==> config.mk <==
export PLATFORM = sky130hd
export DESIGN_NAME = alu_serial
export DESIGN_NICKNAME = d
export VERILOG_FILES = /design/src/rtl/alu_serial.sv
export SDC_FILE = /design/constraint.sdc
export NUM_CORES = 1
export LEC_CHECK = 0
export CAP_MARGIN = 0
export CORE_ASPECT_RATIO = 0.9
export CORE_UTILIZATION = 45
export CTS_CLUSTER_DIAMETER = 100
export CTS_CLUSTER_SIZE = 40
export DETAILED_ROUTE_END_ITERATION = 7
export GPL_TIMING_DRIVEN = 0
export PLACE_DENSITY = 0.68
export SETUP_SLACK_MARGIN = 0.05
export SYNTH_ARGS = -nofsm -noshare
export SYNTH_HDL_FRONTEND = slang
export SYNTH_SLANG_ARGS = --single-unit
==> constraint.sdc <==
create_clock -name clk -period 9 [get_ports clk]
set_input_delay 1.8 -clock clk [delete_from_list [all_inputs] [get_ports clk]]
set_output_delay 1.8 -clock clk [all_outputs]
set_load 0.01 [all_outputs]
==> src/rtl/alu_serial.sv <==
// alu_serial: multi-cycle Hack ALU that adds or ANDs SLICE bits per cycle
// through a registered carry chain, with valid/ready on request and result.
//
// Ports:
//   clk, rst                 clock, async active-high reset
//   in_valid / in_ready      request handshake (ready only when idle)
//   x, y                     WIDTH-bit operands
//   zx nx zy ny f no         Hack control bits, captured at acceptance
//   out_valid / out_ready    result handshake
//   out, zr, ng              result, zero flag, sign flag
//   carry, ovf               add carry-out / signed overflow (0 for AND)

module alu_serial #(
   parameter int WIDTH = 16,
   parameter int SLICE = 4
) (
   input  logic             clk,
   input  logic             rst,
   input  logic             in_valid,
   output logic             in_ready,
   input  logic [WIDTH-1:0] x,
   input  logic [WIDTH-1:0] y,
   input  logic             zx,
   input  logic             nx,
   input  logic             zy,
   input  logic             ny,
   input  logic             f,
   input  logic             no,
   output logic             out_valid,
   input  logic             out_ready,
   output logic [WIDTH-1:0] out,
   output logic             zr,
   output logic             ng,
   output logic             carry,
   output logic             ovf
);

   localparam int N  = WIDTH / SLICE;
   localparam int CW = (N > 1) ? $clog2(N) : 1;
   localparam logic [CW-1:0] LAST = CW'(N - 1);
   localparam int MSB = WIDTH - 1;

   if ((SLICE < 1) || (SLICE > WIDTH) || ((WIDTH % SLICE) != 0)) begin : g_bad
      $error("alu_serial: SLICE must divide WIDTH");
   end

   typedef enum logic [1:0] {
      IDLE,
      CALC,
      DONE
   } state_t;

   state_t state;
   state_t state_nxt;

   logic [WIDTH-1:0] xa;
   logic [WIDTH-1:0] ya;
   logic [WIDTH-1:0] acc;
   logic [CW-1:0]    cnt;
   logic             cy;
   logic             f_r;
   logic             no_r;

   logic [WIDTH-1:0] xz;
   logic [WIDTH-1:0] yz;
   logic [WIDTH-1:0] xa_in;
   logic [WIDTH-1:0] ya_in;
   logic [WIDTH-1:0] mask;
   logic [WIDTH-1:0] acc_nxt;
   logic [WIDTH-1:0] res_nxt;
   logic [SLICE-1:0] xs;
   logic [SLICE-1:0] ys;
   logic [SLICE-1:0] ps;
   logic [SLICE:0]   sum;
   logic             last;
   logic             accept;
   int               base;

   // Hack operand preprocessing, applied once at acceptance
   always_comb begin
      xz    = zx ? '0 : x;
      yz    = zy ? '0 : y;
      xa_in = nx ? ~xz : xz;
      ya_in = ny ? ~yz : yz;
   end

   assign in_ready  = (state == IDLE) && !rst;
   assign out_valid = (state == DONE);
   assign accept    = in_valid && in_ready;
   assign last      = (cnt == LAST);

   // Current slice: select by shifting, then merge the partial result
   // back into its position in the accumulator.
   always_comb begin
      base    = int'(cnt) * SLICE;
      xs      = SLICE'(xa >> base);
      ys      = SLICE'(ya >> base);
      sum     = {1'b0, xs} + {1'b0, ys} + {{SLICE{1'b0}}, cy};
      ps      = f_r ? sum[SLICE-1:0] : (xs & ys);
      mask    = WIDTH'({SLICE{1'b1}}) << base;
      acc_nxt = (acc & ~mask) | (WIDTH'(ps) << base);
      res_nxt = no_r ? ~acc_nxt : acc_nxt;
   end

   always_ff @(posedge clk or posedge rst) begin
      if (rst) begin
         state <= IDLE;
      end else begin
         state <= state_nxt;
      end
   end

   always_comb begin
      state_nxt = state;
      unique case (state)
         IDLE: if (accept) state_nxt = CALC;
         CALC: if (last) state_nxt = DONE;
         DONE: if (out_ready) state_nxt = IDLE;
         default: state_nxt = IDLE;
      endcase
   end

   always_ff @(posedge clk or posedge rst) begin
      if (rst) begin
         xa    <= '0;
         ya    <= '0;
         acc   <= '0;
         cnt   <= '0;
         cy    <= 1'b0;
         f_r   <= 1'b0;
         no_r  <= 1'b0;
         out   <= '0;
         zr    <= 1'b0;
         ng    <= 1'b0;
         carry <= 1'b0;
         ovf   <= 1'b0;
      end else begin
         unique case (state)
            IDLE: begin
               if (accept) begin
                  xa   <= xa_in;
                  ya   <= ya_in;
                  f_r  <= f;
                  no_r <= no;
                  acc  <= '0;
                  cnt  <= '0;
                  cy   <= 1'b0;
               end
            end
            CALC: begin
               acc <= acc_nxt;
               cy  <= f_r & sum[SLICE];
               cnt <= cnt + 1'b1;
               if (last) begin
                  out   <= res_nxt;
                  zr    <= (res_nxt == '0);
                  ng    <= res_nxt[MSB];
                  carry <= f_r & sum[SLICE];
                  // overflow judged on the raw sum, before the no inversion
                  ovf   <= f_r & (xa[MSB] == ya[MSB])
                               & (acc_nxt[MSB] != xa[MSB]);
               end
            end
            DONE: begin
            end
            default: begin
            end
         endcase
      end
   end

endmodule

Yosys cells after proc, flatten, opt, wreduce, memory -nomap -nowiden
Cells that the tools add are included.
Operators by class
  add/sub/neg operators: 3
  eq/ne operators: 8
  shift-type cells: 4
  multiplexer cells: 16
  bitwise logic cells: 10
  reduce and logical (&&, ||, !) cells: 10
Operator list (number)
  $mux W16: 6
  $not A16 Y16: 4
  $pmux W16 S2: 1
  $shr A16 B4 Y4: 2
  $and A16 B16 Y16: 1
  $logic_not A16 Y1: 1
  $or A16 B16 Y16: 1
  $shl A4 B4 Y16: 1
  $shl A4 B4 Y16 const A: 1
  $mux W2: 4
  $pmux W2 S3: 1
  $reduce_and A2 Y1: 3
  $add A4 B4 Y5: 1
  $add A5 B1 Y5: 1
  $and A4 B4 Y4: 1
  $eq A2 B2 Y1 const B: 2
  $mux W4: 1
  $ne A2 B2 Y1 const B: 2
  $pmux W2 S2: 1
  $and A1 B1 Y1: 3
  $reduce_and A3 Y1: 1
  $add A2 B1 Y2 const B: 1
  $eq A2 B1 Y1 const B: 1
  $logic_and A1 B1 Y1: 2
  8 further kinds: 8
Storage, ports and cells
  flip-flop bits (word level): 75
  bits of input ports: 42
  output and inout bits: 22
  logic and storage cells: 64

Longest topological paths before layout
  word-level depth: 9
  depth in mapped cells: 12
  depth with buffers taken out: 10

Least setup slack after synthesis
No wires, ideal clock.
  path kind: input to output
  from: input rst
  to: output in_ready
  data arrival time: 2.137 ns
  required time: 7.200 ns
  slack: 5.063 ns
  cell stages on the path: 1
  buffers on the path: 0
  path through: nor3_1
Between the ends
  cells in the longest elaborated chain, start to end: 2
Ends and longest elaborated chain
  start, declared: RTL line 18  | input logic rst,
  $logic_not A1 Y1 (no line)
  $logic_and A1 B1 Y1: RTL line 87  | assign in_ready = (state == IDLE) && !rst;
  end, declared: RTL line 20  | output logic in_ready,
No other way between the ends.

Worst setup path in the final report
Same ends and word-level chain as after synthesis.

==> metrics.md <==
| Metric | Value |
|---|---|
| Overflow after GRT | 0 |
| WP buf/inv | 2 |
| Status | complete, no violations |
| Top delay family on crit path | buffers and inverters |
| Most frequent cells in the layout | 74 x dfrtp_1, 65 x o21ai_0, 64 x nand2_1 |
| Ordered cell list for the critical path | clkdlybuf4s50_1 > nor3_1 > clkdlybuf4s50_1 |
| Fin Setup TNS | 0 ns |
| CP Launch Type | primary input |
| Final Instance Area | 5230 sq um |
| Unique cell type count in the Yosys netlist | 58 |
| Average vias per placed instance | 5.28 |
| WL final | 9.80 mm |
| GPL Wtd Cong | 0.909 |
| Initial Util | 46.5% |
| Die X | 104 um |
| Clock Pin Slew Worst Setup and Hold Paths | 0.08 ns |
| Via Count | 3382 |
| Setup ws final | 4.09 ns |
| CTS tree | built |
| CP Launch Point | rst |
| Max clock buf depth | 2 |
| R2R Path Start | cnt[0] |
| Post-synth EDFFs | 0 |
| HPWL Detailed | 7.43 mm |
| Worst min path class | flop to flop |
| Setup crit end | in_ready |
| Setup Viol. Count Final | 0 |
| Slew Limit Headroom | 41.9% |
| CP Data Arrival Time | 3.11 ns |
| Post-placement cell count | 624 |
| Clk Latency, worst-skew pair | 0.35 ns |
| Non-filler cells, final | 640 |
| Sequential area share after synthesis | 43.7% |
| I/O pin total | 64 |
| Drt pass-1 iters | 4 |
| Clock sinks | 74 |
| Final Skew | 0.0140 ns |
| Die ar. | 9820 sq um |
| Share of post-route cells with drive strength above 1 | 8.11% |
| Peak Freq | 0.204 GHz |
| CP max-delay cell | clkdlybuf4s50_1 |
| CORE AREA | 9130 sq um |
| Crit path capture type | output pin |
| Fin. max-slew vios | 0 |
| VDD IR-drop max | 0.135 mV |
| Hold buffers post-CTS | 0 |
| Largest net degree at the start of global routing | 39 |
| FP Rows | 33 |
| Gr usage total | 21.8% |
| Crit share post-route | 54.5% |
| Worst slew pin tran | 0.865 ns |
| Primary FF master, synth | dfrtp_1 |
| Post-CTS sizing | 0 |
| Fin. Hold Viols | 0 |
| ANT cells | 0 |
| Post-CTS setup buffers | 0 |
| Syn_nets | 492 |
| RSZ-0062 raised after global routing | false |
| HP Start | acc[7] |
| Cells after synthesis | 440 |
| LEAKAGE | 0.00215 uW |
| I/O Buffers | 61 |
| Antenna viol nets, final | 0 |
| First-pass GRT wire length | 16.6 mm |
| Crit Path Max Fanout | 3 |
| P per Cell Area | 353 nW/um^2 |
| Worst reg2reg path depth | 12 |
| Residual DRC | 0 |
| DRT iter0 DRCs | 149 |
| Fin crit period | 4.91 ns |
| Fin nets | 565 |
| Mean Syn Cell Area | 9.64 sq um |
| Async S/R FF share, synth | 100% |
| DIE HEIGHT | 94.1 um |
| Max_cap viols | 0 |
| Initial antenna violation count | 0 |
| Crit path largest cell delay | 0.60 ns |
| CP most frequent cell | clkdlybuf4s50_1 |
| R2r setup slk | 4.59 ns |
| Synth Warn # | 0 |
| DR WL/cell | 15.3 um |
| Inserted Clock Buffers | 9 |
| Worst path depth | 3 |
| Pre-CTS WS | 4.08 ns |
| Filler cells | 823 |
| Area grow syn2layout | 23.3% |
| Mapped cell area | 4240 sq um |
| Worst setup path category | primary input to output pin |
| Placed Area | 5030 sq um |
| Vias in the first global route | 3324 |
| CTS root buf | clkbuf_8 |
| Leading cell type in the layout, fill and taps excluded | dfrtp_1 |
| Synth Register Bits | 74 |
| CTS HTree Levels | 3 |
| R2R Path End | zr |
| Critical Path RT | 7.20 ns |
per-stage QoR:
stage	power, uW	hold WS [ns]	utilization [%]
6_report	1840	0.477	57.3
5_1_grt	1990	0.505	57.3
4_1_cts	1840	0.482	57.3
3_5_place_dp	1580	0.463	55.1
3_3_place_gp	1550	0.456	54.8
2_1_floorplan	1260	0.442	-
layer usage:
metal  wire [um]  global-route usage [%]  share of wire, %
met1        4350                    27.6                44
met2        4830                    37.6                49
met3         486                    5.06               5.0
met4         123                    5.60               1.3
met5           0                       0                 0
worst min-delay path: cells and delay by family, from the launching register on:
| kind | cells | cell delay [ns] |
|---|---|---|
| AND/OR/NAND/NOR | 1 | 0.04 |
| AO/OA/AOI/OAI | 1 | 0.06 |
| flip-flops | 1 | 0.34 |
synth_stat cells (2+ instances only):
master / n / area share, %
a21oi_1: 3 / 0.35
a22o_1: 3 / 0.62
a22oi_1: 3 / 0.53
a311oi_1: 3 / 0.62
a32o_1: 3 / 0.71
a32oi_1: 3 / 0.62
and2_1: 4 / 0.59
and2b_1: 2 / 0.35
and3_1: 2 / 0.30
and3b_1: 2 / 0.41
buf_1: 4 / 0.35
buf_2: 3 / 0.35
clkbuf_1: 20 / 1.8
dfrtp_1: 74 / 44
fa_1: 2 / 0.94
ha_1: 8 / 2.4
inv_1: 12 / 1.1
mux2_2: 2 / 0.53
mux2i_1: 3 / 0.71
mux4_2: 8 / 4.2
nand2_1: 64 / 5.7
nand2b_1: 3 / 0.44
nand3_1: 10 / 1.2
nor2_1: 8 / 0.71
nor2b_1: 38 / 5.6
nor3_1: 3 / 0.35
nor4_1: 2 / 0.30
o21ai_0: 65 / 7.7
o22ai_1: 4 / 0.59
o31ai_1: 5 / 0.89
or4_1: 2 / 0.35
xnor2_1: 46 / 9.5
worst min-delay path by stage:
stage | endpoint | slack, ns | cells past startpoint
2_1_floorplan | acc[7] | 0.44 | 2
3_3_place_gp | xa[11] | 0.46 | 2
3_5_place_dp | acc[7] | 0.46 | 2
4_1_cts | acc[7] | 0.48 | 2
5_1_grt | ya[11] | 0.51 | 2
6_report | acc[7] | 0.48 | 2
power by group:
group          internal (uW)  leakage (uW)  switching, uW  total [uW]
logic                    449       0.00110            576        1020
clock network            130     0.0000998            134         264
registers                473      0.000949           82.8         555
total                   1050       0.00215            794        1840
cell type report:
type                       count  area [sq um]  share of cell area, %
clock buffer                   9           124                   2.37
timing repair buffer          62           631                   12.1
clock inverter                 7          77.6                   1.48
buffer                        29           124                   2.37
sequential                    74          1850                   35.4
inverter                      14          55.1                   1.05
multi-input combinational    323          2210                   42.3
tap                          122           153                   2.92
cells by family (layout without fill, tap and decap cells):
logic type	Yosys count	after routing	synth area share, %
simple gates	147	147	17.7
compound gates	106	106	15.8
xor+xnor	46	46	9.50
mux	14	14	5.84
fa+ha+maj	10	10	3.30
buf+inv	43	121	4.16
flops	74	74	43.7
flip-flops by register name (all words and copies together), names as in the netlist, 2 cells and up:
name and cells:
state 2, xa 16, acc 16, ya 16
out 16, cnt 2
Note: power is estimated with default switching activity, not from simulation.
